--- config.mk ---
export PLATFORM = sky130hd
export DESIGN_NAME = melody_player
export DESIGN_NICKNAME = d
export VERILOG_FILES = /design/src/rtl/melody_pkg.sv /design/src/rtl/melody_player.sv
export SDC_FILE = /design/constraint.sdc
export NUM_CORES = 1
export LEC_CHECK = 0
export BUFFER_PORTS_ARGS = -buffer_cell sky130_fd_sc_hd__buf_2
export CAP_MARGIN = 10
export CORE_MARGIN = 2
export CORE_UTILIZATION = 45
export CTS_CLUSTER_SIZE = 14
export DETAILED_ROUTE_END_ITERATION = 8
export GPL_TIMING_DRIVEN = 0
export PLACE_DENSITY = 0.72
export REMOVE_ABC_BUFFERS = 1
export SYNTH_ARGS = -nofsm -noshare
export SYNTH_HDL_FRONTEND = slang
export SYNTH_SLANG_ARGS = --single-unit
--- constraint.sdc ---
create_clock -name Clock -period 5.2 [get_ports Clock]
set_input_delay 0.52 -clock Clock [delete_from_list [all_inputs] [get_ports Clock]]
set_output_delay 0.52 -clock Clock [all_outputs]
set_load 0.01 [all_outputs]
--- src/rtl/melody_pkg.sv ---
// Shared types and note-table entry layout for the melody sequencer.
// An entry packs the duration in ms above the half-period in us.
package melody_pkg;

  typedef enum logic [2:0] {
    ST_IDLE      = 3'd0,
    ST_FETCH     = 3'd1,
    ST_DECODE    = 3'd2,
    ST_START     = 3'd3,
    ST_WAIT_NOTE = 3'd4,
    ST_GAP_START = 3'd5,
    ST_WAIT_GAP  = 3'd6
  } state_t;

  localparam int DUR_MSB = 31;
  localparam int DUR_LSB = 16;
  localparam int HP_MSB  = 15;
  localparam int HP_LSB  = 0;

  localparam logic [15:0] END_MARK_DURATION = 16'd0;
  localparam logic [15:0] REST_HALF_PERIOD  = 16'd0;

  function automatic logic [15:0] entry_duration(input logic [31:0] entry);
    return entry[DUR_MSB:DUR_LSB];
  endfunction

  function automatic logic [15:0] entry_half_period(input logic [31:0] entry);
    return entry[HP_MSB:HP_LSB];
  endfunction

endpackage

--- src/rtl/melody_player.sv ---
// Note-table sequencer: fetches entries, starts the sound generator per note,
// optionally inserts a silent gap, and stops on an end marker or loops.
module melody_player
  import melody_pkg::*;
#(
  parameter int CLOCK_HZ = 10_000_000,
  parameter int ADDR_W   = 8,
  parameter int GAP_MS   = 20
) (
  input  logic              Clock,
  input  logic              Reset,
  input  logic              Play_i,
  input  logic              Stop_i,
  input  logic              Loop_i,
  input  logic [ADDR_W-1:0] StartAddress_i,
  output logic [ADDR_W-1:0] MemAddress_o,
  input  logic [31:0]       MemData_i,
  output logic              GenStart_o,
  output logic              GenFinish_o,
  output logic [15:0]       GenDuration_ms_o,
  output logic [15:0]       GenHalfPeriod_us_o,
  input  logic              GenDone_i,
  output logic              Busy_o,
  output logic              Done_o
);

  // A zero clock rate is not a meaningful configuration; CLOCK_HZ is otherwise informational.
  localparam logic        GAP_EN       = (GAP_MS != 0) && (CLOCK_HZ > 0);
  localparam logic [15:0] GAP_DURATION = 16'(GAP_MS);

  state_t              state_r;
  logic [ADDR_W-1:0]   mem_address_r;
  logic [ADDR_W-1:0]   start_address_r;
  logic                played_any_r;
  logic                gen_start_r;
  logic                gen_finish_r;
  logic [15:0]         gen_duration_r;
  logic [15:0]         gen_half_period_r;
  logic                done_r;
  logic [15:0]         entry_dur_s;
  logic [15:0]         entry_hp_s;

  assign entry_dur_s = entry_duration(MemData_i);
  assign entry_hp_s  = entry_half_period(MemData_i);

  // Sequencer state machine with registered generator/memory outputs.
  always_ff @(posedge Clock or negedge Reset) begin
    if (!Reset) begin
      state_r           <= ST_IDLE;
      mem_address_r     <= '0;
      start_address_r   <= '0;
      played_any_r      <= 1'b0;
      gen_start_r       <= 1'b0;
      gen_finish_r      <= 1'b0;
      gen_duration_r    <= 16'd0;
      gen_half_period_r <= 16'd0;
      done_r            <= 1'b0;
    end else begin
      gen_start_r  <= 1'b0;
      gen_finish_r <= 1'b0;
      done_r       <= 1'b0;
      if (Stop_i && (state_r != ST_IDLE)) begin
        gen_finish_r <= 1'b1;
        done_r       <= 1'b1;
        state_r      <= ST_IDLE;
      end else begin
        case (state_r)
          ST_IDLE: begin
            if (Play_i && !Stop_i) begin
              mem_address_r   <= StartAddress_i;
              start_address_r <= StartAddress_i;
              played_any_r    <= 1'b0;
              state_r         <= ST_FETCH;
            end
          end
          ST_FETCH: state_r <= ST_DECODE;
          ST_DECODE: begin
            if (entry_dur_s == END_MARK_DURATION) begin
              // Loop only if something was heard, else an empty table would spin forever.
              if (Loop_i && played_any_r) begin
                mem_address_r <= start_address_r;
                played_any_r  <= 1'b0;
                state_r       <= ST_FETCH;
              end else begin
                done_r  <= 1'b1;
                state_r <= ST_IDLE;
              end
            end else begin
              gen_duration_r    <= entry_dur_s;
              gen_half_period_r <= entry_hp_s;
              state_r           <= ST_START;
            end
          end
          ST_START: begin
            gen_start_r  <= 1'b1;
            played_any_r <= 1'b1;
            state_r      <= ST_WAIT_NOTE;
          end
          ST_WAIT_NOTE: begin
            if (GenDone_i) begin
              if (GAP_EN) begin
                state_r <= ST_GAP_START;
              end else begin
                mem_address_r <= mem_address_r + ADDR_W'(1);
                state_r       <= ST_FETCH;
              end
            end
          end
          ST_GAP_START: begin
            gen_duration_r    <= GAP_DURATION;
            gen_half_period_r <= REST_HALF_PERIOD;
            gen_start_r       <= 1'b1;
            state_r           <= ST_WAIT_GAP;
          end
          ST_WAIT_GAP: begin
            if (GenDone_i) begin
              mem_address_r <= mem_address_r + ADDR_W'(1);
              state_r       <= ST_FETCH;
            end
          end
          default: state_r <= ST_IDLE;
        endcase
      end
    end
  end

  assign Busy_o             = (state_r != ST_IDLE);
  assign MemAddress_o       = mem_address_r;
  assign GenStart_o         = gen_start_r;
  assign GenFinish_o        = gen_finish_r;
  assign GenDuration_ms_o   = gen_duration_r;
  assign GenHalfPeriod_us_o = gen_half_period_r;
  assign Done_o             = done_r;

endmodule

==> results_dict.tcl <==
set metrics [dict create \
    r2r-end "MemAddress_o[7]" \
    nNetsFinal 401 \
    slew_headroom 0.274 \
    die-width_um 82.4 \
    worst_slack_ns 2.57 \
    seq_area_frac_synth 0.498 \
    final_area_um2 3370 \
    diodes 0 \
    row_count 28 \
    place_ws_ns 2.62 \
    syn_area_um2 2760 \
    timing.final.crit_share 0.505 \
    coreArea_um2 5920 \
    slew_violations 0 \
    postCtsHoldBufs 0 \
    dp_hpwl_um 4250 \
    r2r_cells 4 \
    grt.met3_usage 0.0489 \
    place_inst 422 \
    clk_latency_ns 0.30 \
    start_kind "flop" \
    cts_resized 0 \
    cts_num_sinks 55 \
    grt-busiest-layer "met2" \
    min_period_ns 2.63 \
    yosys-top-cells-area "dfrtp_1, mux2i_1, mux2_2" \
    ant_nets 0 \
    setup.worst_path.start "state_r[2]" \
    first_pass_iters 4 \
    instances_no_fill 430 \
    grt_antenna_before_repair 0 \
    place_congestion 0.718 \
    ys_warn_count 0 \
    power_mw 1.43 \
    wl_per_cell_um 13.7 \
    cp_max_fo 30 \
    hold_violations 0 \
    hp-class "input pin to asynchronous set/reset pin" \
    r2r-start "state_r[2]" \
    tns_ns 0 \
    leakage_nw 1.71 \
    num_vias 2203 \
    worst_pin_slew_ns 1.09 \
    ys_seq_elements 55 \
    crit_required_ns 5.39 \
    synth_largest_area_cell "dfrtp_1" \
    path_class "flop to flop" \
    rsz0062_at_grt "no" \
    status "finished, final reports clean" \
    crit_arrival_ns 2.82 \
    drtIter0Drc 160 \
    use_met2 0.309 \
    fin_util 0.570 \
    placed_area_um2 3280 \
    cts_root_buf "clkbuf_8" \
    synthDistinctLibCells 39 \
    finalWirelength_um 5910 \
    met1_usage 0.246 \
    cts_setup_buffers 0 \
    drc_errors 0 \
    crit_path_end "MemAddress_o[7]" \
    synth_top_area_frac 0.498 \
    grt_pass1_wl_um 9800 \
    synth.avg_cell_area_um2 10.2 \
    cts_buffers 5 \
    die_height_um 82.4 \
    fmax_ghz 0.381 \
    finalSetupViolCount 0 \
    gr-total-overflow 0 \
    htree_levels 2 \
    syn_to_final_growth_pct 22.1 \
    viasPerCell 5.12 \
    clkSlewWorstSetupHoldPaths_ns 0.10 \
    grt_pass1_vias 2155 \
    grt_max_degree 33 \
    layout-drive-gt1-share 0.332 \
    skew_ns 0.00618 \
    cap_violations 0 \
    die-area_um2 6780 \
    vdd_drop_max_uv 205 \
    powerDensity_nw_per_um2 425 \
    rrSetupSlack_ns 2.57 \
    ioPinCount 90 \
    end_kind "flop" \
    start_util 0.467 \
    synthCells 271 \
    clk_path_buf_depth 2 \
    grt_usage 0.190 \
    io_buffers 89 \
    tritoncts "built" \
    hold_ws_ns 0.247 \
]
==> Yosys cell counts <==
cell type  instances
or3b_2             1
nor3_1             2
a311oi_4           1
inv_1             37
or3_1              2
a21oi_1            9
and2_1             1
nand3b_1           1
nand2b_1           5
a221oi_1           1
o31ai_1            1
nand3_1            5
nand4_1            3
mux2_2            16
nor2_1             4
xnor2_1            1
buf_1              1
o2111ai_1          2
nor4_1             4
and4_1             2
ha_1               1
a31o_2             1
nor2b_1            5
nor4bb_1           3
a2111oi_0          1
and4b_1            1
and3_1             1
mux2i_1           35
buf_2              8
o21ai_0            7
a211oi_1           1
clkbuf_1           6
nand2_1           39
a32o_1             1
o211a_1            1
o21a_1             2
or4_1              2
a31oi_1            2
dfrtp_1           55
==> flip-flops by register name, indices dropped and copies added, names as in the netlist <==
name                flops
GenStart_o              1
MemAddress_o            8
state_r                 3
GenDuration_ms_o       16
Done_o                  1
played_any_r            1
start_address_r         8
GenFinish_o             1
GenHalfPeriod_us_o     16
==> cell families after synthesis <==
logic type / share of synthesized area
mux: 0.192
flops: 0.498
buf+inv: 0.0743
compound gates: 0.0770
simple gates: 0.151
xor+xnor: 0.00317
fa+ha+maj: 0.00453
==> per-layer routing <==
metal | routed length, um | up-vias
li1 | - | 1078
met1 | 2580 | 1044
met5 | 0 | -
met4 | 68 | 0
met3 | 450 | 7
met2 | 2810 | 74
==> cells in the final DEF, fill, tap and decap left out, types with 2 or more instances in the layout <==
master,instances
buf_2,89
dfrtp_1,55
nand2_1,39
inv_1,37
mux2i_1,35
mux2_2,16
a21oi_1,9
o21ai_0,7
clkbuf_8,6
nor2b_1,5
nand2b_1,5
nand3_1,5
nor2_1,4
nor4_1,4
nand4_1,3
nor4bb_1,3
or3_1,2
o21a_1,2
nor3_1,2
o2111ai_1,2
or4_1,2
a31oi_1,2
buf_12,2
==> critical path, cell delays in order (launching register included) <==
cell and delay (ns):
dfrtp_1 0.94, nor2_1 0.30, a32o_1 0.36, a311oi_4 0.51, mux2_2 0.40
==> report_power, final <==
group	switching (mW)	leakage (nW)	internal (mW)
clock	0.136	0.0484	0.109
sequential	0.113	0.670	0.585
combinational	0.251	0.995	0.237
==> cell type report <==
cell class | count | area [um^2]
fill | 542 | 2550
sequential | 55 | 1380
multi-input combinational | 164 | 1180
timing repair buffer | 91 | 485
inverter | 37 | 139
tap | 75 | 93.8
clock buffer | 7 | 86.3
clock inverter | 1 | 8.76
==> how the worst min path moves through the flow <==
stage / to / slack (ns) / cells past startpoint
after CTS: played_any_r / 0.27 / 1
after global placement: start_address_r[6] / 0.48 / 1
after floorplan: Done_o / 0.22 / 0
final: GenDuration_ms_o[3] / 0.25 / 1
after global routing: MemAddress_o[4] / 0.29 / 1
after detailed placement: start_address_r[5] / 0.48 / 1
(Power assumes the default switching activity.)
